<file path="config.mk">
export PLATFORM = sky130hd
export DESIGN_NAME = fb_ssd1306_streamer
export DESIGN_NICKNAME = d
export VERILOG_FILES = /design/src/rtl/oled_pkg.sv /design/src/rtl/tile_transpose8x8.sv /design/src/rtl/fb_ssd1306_streamer.sv
export SDC_FILE = /design/constraint.sdc
export NUM_CORES = 1
export LEC_CHECK = 0
export ABC_AREA = 1
export CAP_MARGIN = 30
export CELL_PAD_IN_SITES_DETAIL_PLACEMENT = 2
export CELL_PAD_IN_SITES_GLOBAL_PLACEMENT = 2
export CORE_MARGIN = 4
export CORE_UTILIZATION = 38
export DETAILED_ROUTE_END_ITERATION = 10
export PLACE_DENSITY = 0.87
export SLEW_MARGIN = 20
export SYNTH_ARGS = -nofsm -noshare
export SYNTH_HDL_FRONTEND = slang
export SYNTH_SLANG_ARGS = --single-unit
</file>
<file path="constraint.sdc">
create_clock -name clk -period 3.6 [get_ports clk]
set_clock_uncertainty 0.2 [all_clocks]
set_input_delay 0.54 -clock clk [delete_from_list [all_inputs] [get_ports clk]]
set_output_delay 0.54 -clock clk [all_outputs]
set_load 0.05 [all_outputs]
</file>
<file path="src/rtl/oled_pkg.sv">
// Shared geometry and FSM encoding for the SSD1306 framebuffer streamer.
package oled_pkg;
  localparam int H_PIXELS    = 128;
  localparam int V_PIXELS    = 64;
  localparam int PAGES       = V_PIXELS / 8;
  localparam int COLS_BYTES  = H_PIXELS / 8;
  localparam int FRAME_BYTES = H_PIXELS * V_PIXELS / 8;

  typedef enum logic [1:0] {IDLE, READ, EMIT, DONE} state_t;
endpackage

</file>
<file path="src/rtl/tile_transpose8x8.sv">
// Holds one 8x8 tile as eight row bytes and presents column k as a page byte.
// Column byte bit j is row j, pixel k (MSB of a row byte is its leftmost pixel).
module tile_transpose8x8 (
  input  logic       clk,
  input  logic       rst,
  input  logic       cap_en,
  input  logic [2:0] cap_idx,
  input  logic [7:0] cap_dat,
  input  logic [2:0] col_k,
  output logic [7:0] col_byte
);
  logic [7:0] row_q [8];

  always_ff @(posedge clk) begin
    if (!rst) begin
      for (int i = 0; i < 8; i++) row_q[i] <= '0;
    end else if (cap_en) begin
      row_q[cap_idx] <= cap_dat;
    end
  end

  always_comb begin
    col_byte = '0;
    for (int j = 0; j < 8; j++) col_byte[j] = row_q[j][3'd7 - col_k];
  end
endmodule

</file>
<file path="src/rtl/fb_ssd1306_streamer.sv">
// Streams a 1bpp row-major framebuffer as SSD1306 page bytes, one 8x8 tile at a time.
// Each tile is 9 read cycles followed by 8 valid/ready byte beats.
module fb_ssd1306_streamer #(
  parameter int H_PIXELS = oled_pkg::H_PIXELS,
  parameter int V_PIXELS = oled_pkg::V_PIXELS
) (
  input  logic       clk,
  input  logic       rst,
  input  logic       frame_start,
  output logic       busy,
  output logic       done,
  output logic       fb_re,
  output logic [7:0] fb_xpos,
  output logic [7:0] fb_ypos,
  input  logic [7:0] fb_dout,
  output logic [7:0] m_data,
  output logic       m_valid,
  input  logic       m_ready,
  output logic       m_last
);
  import oled_pkg::*;

  localparam int NPAGES = V_PIXELS / 8;
  localparam int NCOLS  = H_PIXELS / 8;
  localparam int PW     = (NPAGES > 1) ? $clog2(NPAGES) : 1;
  localparam int CW     = (NCOLS > 1) ? $clog2(NCOLS) : 1;

  state_t        state_q;
  logic [PW-1:0] p_q;
  logic [CW-1:0] c_q;
  logic [3:0]    r_q;
  logic [2:0]    k_q;
  logic          busy_q, done_q, fb_re_q, m_valid_q, m_last_q;
  logic          last_tile, cap_en;
  logic [2:0]    cap_idx;

  assign last_tile = (p_q == PW'(NPAGES - 1)) && (c_q == CW'(NCOLS - 1));

  // Read data lags the address by one cycle, so READ cycle r stores row r-1.
  assign cap_en  = (state_q == READ) && (r_q != 4'd0);
  assign cap_idx = 3'(r_q - 4'd1);

  tile_transpose8x8 u_tile (
    .clk      (clk),
    .rst      (rst),
    .cap_en   (cap_en),
    .cap_idx  (cap_idx),
    .cap_dat  (fb_dout),
    .col_k    (k_q),
    .col_byte (m_data)
  );

  always_ff @(posedge clk) begin
    if (!rst) begin
      state_q   <= IDLE;
      p_q       <= '0;
      c_q       <= '0;
      r_q       <= '0;
      k_q       <= '0;
      busy_q    <= 1'b0;
      done_q    <= 1'b0;
      fb_re_q   <= 1'b0;
      m_valid_q <= 1'b0;
      m_last_q  <= 1'b0;
    end else begin
      done_q <= 1'b0;
      case (state_q)
        IDLE: begin
          if (frame_start) begin
            state_q <= READ;
            busy_q  <= 1'b1;
            fb_re_q <= 1'b1;
            p_q     <= '0;
            c_q     <= '0;
            r_q     <= '0;
          end
        end
        READ: begin
          r_q <= r_q + 4'd1;
          if (r_q == 4'd7) fb_re_q <= 1'b0;
          if (r_q == 4'd8) begin
            state_q   <= EMIT;
            k_q       <= '0;
            m_valid_q <= 1'b1;
            m_last_q  <= 1'b0;
          end
        end
        EMIT: begin
          if (m_ready) begin
            k_q      <= k_q + 3'd1;
            m_last_q <= last_tile && (k_q == 3'd6);
            if (k_q == 3'd7) begin
              m_valid_q <= 1'b0;
              m_last_q  <= 1'b0;
              if (last_tile) begin
                state_q <= DONE;
                busy_q  <= 1'b0;
                done_q  <= 1'b1;
                p_q     <= '0;
                c_q     <= '0;
              end else begin
                state_q <= READ;
                fb_re_q <= 1'b1;
                r_q     <= '0;
                if (c_q == CW'(NCOLS - 1)) begin
                  c_q <= '0;
                  p_q <= p_q + 1'b1;
                end else begin
                  c_q <= c_q + 1'b1;
                end
              end
            end
          end
        end
        DONE: begin
          state_q <= IDLE;
          r_q     <= '0;
        end
        default: state_q <= IDLE;
      endcase
    end
  end

  assign busy    = busy_q;
  assign done    = done_q;
  assign fb_re   = fb_re_q;
  assign m_valid = m_valid_q;
  assign m_last  = m_last_q;
  assign fb_xpos = 8'(c_q) << 3;
  assign fb_ypos = 8'({p_q, r_q[2:0]});
endmodule

</file>
==> impl_results.md <==
- R2R cell count: 5
- Die X: 111 um
- Status: completed
- Vias/cell: 5.32
- Area growth, synth to finish: 14.7%
- CTS root buf: clkbuf_8
- Combinational power share: 0.220
- Core Box Area: 10300 um2
- Part of the power in registers: 0.511
- Period minus WS final: 3.04 ns
- Seq. cell area: 2340 um2
- Psw: 0.749 mW
- Layout cell share with drive strength beyond 1: 0.0926
- Final Max Slew Viols: 0
- Drc violations: 0
- Yosys reg bits: 85
- Arr. time, crit path: 2.30 ns
- CTS tree: yes
- Placement row count: 37
- Pin count of the biggest net entering global routing: 27
- Ant diodes: 0
- Clock Latency Late Sink: 0.37 ns
- Worst slew pin tran: 0.754 ns
- Final Core Density: 0.449
- Starting density of the core: 0.391
- Synth Area per Inst: 9.04 um2
- Routed WL per cell: 20.3 um
- Post-CTS Hold Buffers: 0
- Die area: 12300 um2
- Antenna-violating nets left: 0
- Nets@finish: 501
- WL final: 12.6 mm
- Power Dens Cells: 480 nW/um2
- Placed Cells incl. Taps: 606
- First-pass DRT Iterations: 4
- Fmax: 329 MHz
- CTS Buf Count: 9
- Detailed-route via count: 3306
- Synth cell types: 24
- Worst EP required: 2.86 ns
- RD Place Congestion: 0.788
- Number of global-route vias before repair: 3615
- Clk pwr share: 0.269
- TNS Setup: 0 ns
- Design Area, Final: 4630 um2
- Io pins: 41
- Post-DP Area: 4480 um2
- Die Y: 111 um
- Post-CTS setup buffer count: 0
- Setup-failing EPs final: 0
- Initial DRC Count: 141
- CP Launch Type: flop
- Largest buffer count on any clock path: 2
- Number of port buffers: 34
- Final Hold Viols: 0
- Switching share of total power: 0.337
- Yosys warns: 0
- Maximum vdd drop: 0.214 mV
- Post-synthesis sequential area ratio: 0.580
- Syn Inst Count: 447
- Rel. slew slack: 0.496
- First-pass GRT wire length: 20.1 mm
- Leak Pwr: 1.90 nW
- GR Overflow Total: 0
- Critical path type: reg2out
- RSZ-0062 raised after global routing: false
- Post-cts gate resize count: 0
- Final Non-Filler Cells: 622
- Clk sinks: 85
- Tot Pwr: 2.22 mW
- GRT Total Usage: 0.210
- Final period util: 0.844
- Endpoint class of the critical path: output pin
- Initial antenna violation count: 0
- H-Tree Depth: 3
- HP Class: reg2reg
- Mapped cell area: 4040 um2
- Max-cap viol count: 0
- Hold path depth: 2
- Worst Path Max Fanout: 26
- Post-DP HPWL: 8.83 mm
- Fillers: 1147
- Internal power: 1.47 mW
- Clock transition at path regs: 0.08 ns
- Multi-input gate area: 1490 um2
## synth_stat cells, drive strengths merged
cell type | count | area, um2
a21oi | 14 | 70.1
nor2 | 119 | 469
or2 | 2 | 12.5
nand2 | 74 | 290
ha | 8 | 100
inv | 32 | 120
edfxtp | 64 | 1920
o21ai | 43 | 219
clkbuf | 10 | 37.5
dfxtp | 21 | 420
o22ai | 16 | 100
xor2 | 1 | 8.76
nand4 | 5 | 31.3
nor3 | 3 | 26.3
buf | 11 | 75.1
conb | 1 | 3.75
nand3 | 23 | 135
## cells in the final DEF, fill, tap and decap left out
| cell | count |
|---|---|
| a21oi_1 | 14 |
| nor2_1 | 116 |
| nand2_2 | 5 |
| clkbuf_8 | 9 |
| xor2_1 | 1 |
| or2_2 | 2 |
| clkinv_1 | 1 |
| edfxtp_1 | 64 |
| inv_1 | 29 |
| o21ai_0 | 42 |
| inv_2 | 3 |
| clkinv_2 | 3 |
| nand4_1 | 5 |
| nor3_1 | 2 |
| nor2_4 | 3 |
| buf_4 | 13 |
| nand3_1 | 19 |
| nor3_4 | 1 |
| nand2_1 | 69 |
| clkdlybuf4s50_1 | 26 |
| ha_1 | 8 |
| dfxtp_1 | 21 |
| clkbuf_1 | 2 |
| o22ai_1 | 16 |
| clkinv_4 | 1 |
| nand3_2 | 4 |
| o21ai_2 | 1 |
| conb_1 | 6 |
## sequential cells by signal, indices dropped and copies added, names as in the netlist
name and flops:
u_tile.row_q 64, c_q 4, r_q 4, k_q 3, p_q 3, state_q 2, busy 1, done 1
fb_re 1, m_last 1, m_valid 1
## stage by stage
stage                     hold slack (ns)  worst slack, ns
final                               0.283            0.562
after global placement              0.266             1.03
after floorplan                     0.280             1.45
after CTS                           0.281            0.555
after detailed placement            0.270            0.910
after global routing                0.311            0.385
## power by group through the flow
stage                     Clock [mW]  Sequential, mW  Combinational, mW
after global routing           0.656            1.14              0.529
after floorplan                    0            1.19              0.293
after CTS                      0.610            1.14              0.493
final                          0.597            1.14              0.489
after global placement             0            1.15              0.459
after detailed placement           0            1.16              0.487
## critical path: stages (launching register included)
cell and delay (ns):
dfxtp_1 0.65, inv_1 0.28, buf_4 0.30, o21ai_0 0.21
o22ai_1 0.09, nand2_1 0.08, nand2_1 0.11, buf_4 0.21
## cells by family (layout without fill, tap and decap cells)
kind of cell / count (synthesis) / in the layout / share of synthesized area
AND/OR/NAND/NOR: 226 / 226 / 0.239
flip-flops: 85 / 85 / 0.580
AO/OA/AOI/OAI: 73 / 73 / 0.0963
buffers and inverters: 53 / 87 / 0.0576
adder cells (fa/ha/maj): 8 / 8 / 0.0248
other: 1 / 6 / 0.000928
XOR/XNOR: 1 / 1 / 0.00217
## layout make-up
cell class	instances	share of cell area
Clock inverter	5	0.00594
Inverter	32	0.0259
Sequential cell	85	0.505
Multi-Input combinational cell	314	0.320
Clock buffer	11	0.0283
Timing Repair Buffer	39	0.0772
Tap cell	136	0.0367
## metal layers
layer	global-route usage	part of all wire
met5	0	0
met4	0.0860	0.025
met3	0.0333	0.040
met2	0.372	0.51
met1	0.254	0.43
## path summary, 6_finish.rpt
kind | to | from | slack, ns
worst max-delay path | m_data[5] | k_q[0]$_SDFFE_PN0P_ | 0.56
worst min-delay path | m_valid$_SDFFE_PN0P_ | m_valid$_SDFFE_PN0P_ | 0.28
worst max register to register | u_tile.row_q[7][3]$_SDFFCE_PN0P_ | r_q[0]$_SDFFE_PN0P_ | 0.84
worst min register to register | m_valid$_SDFFE_PN0P_ | m_valid$_SDFFE_PN0P_ | 0.28
Power figures use the tool's default switching activity.
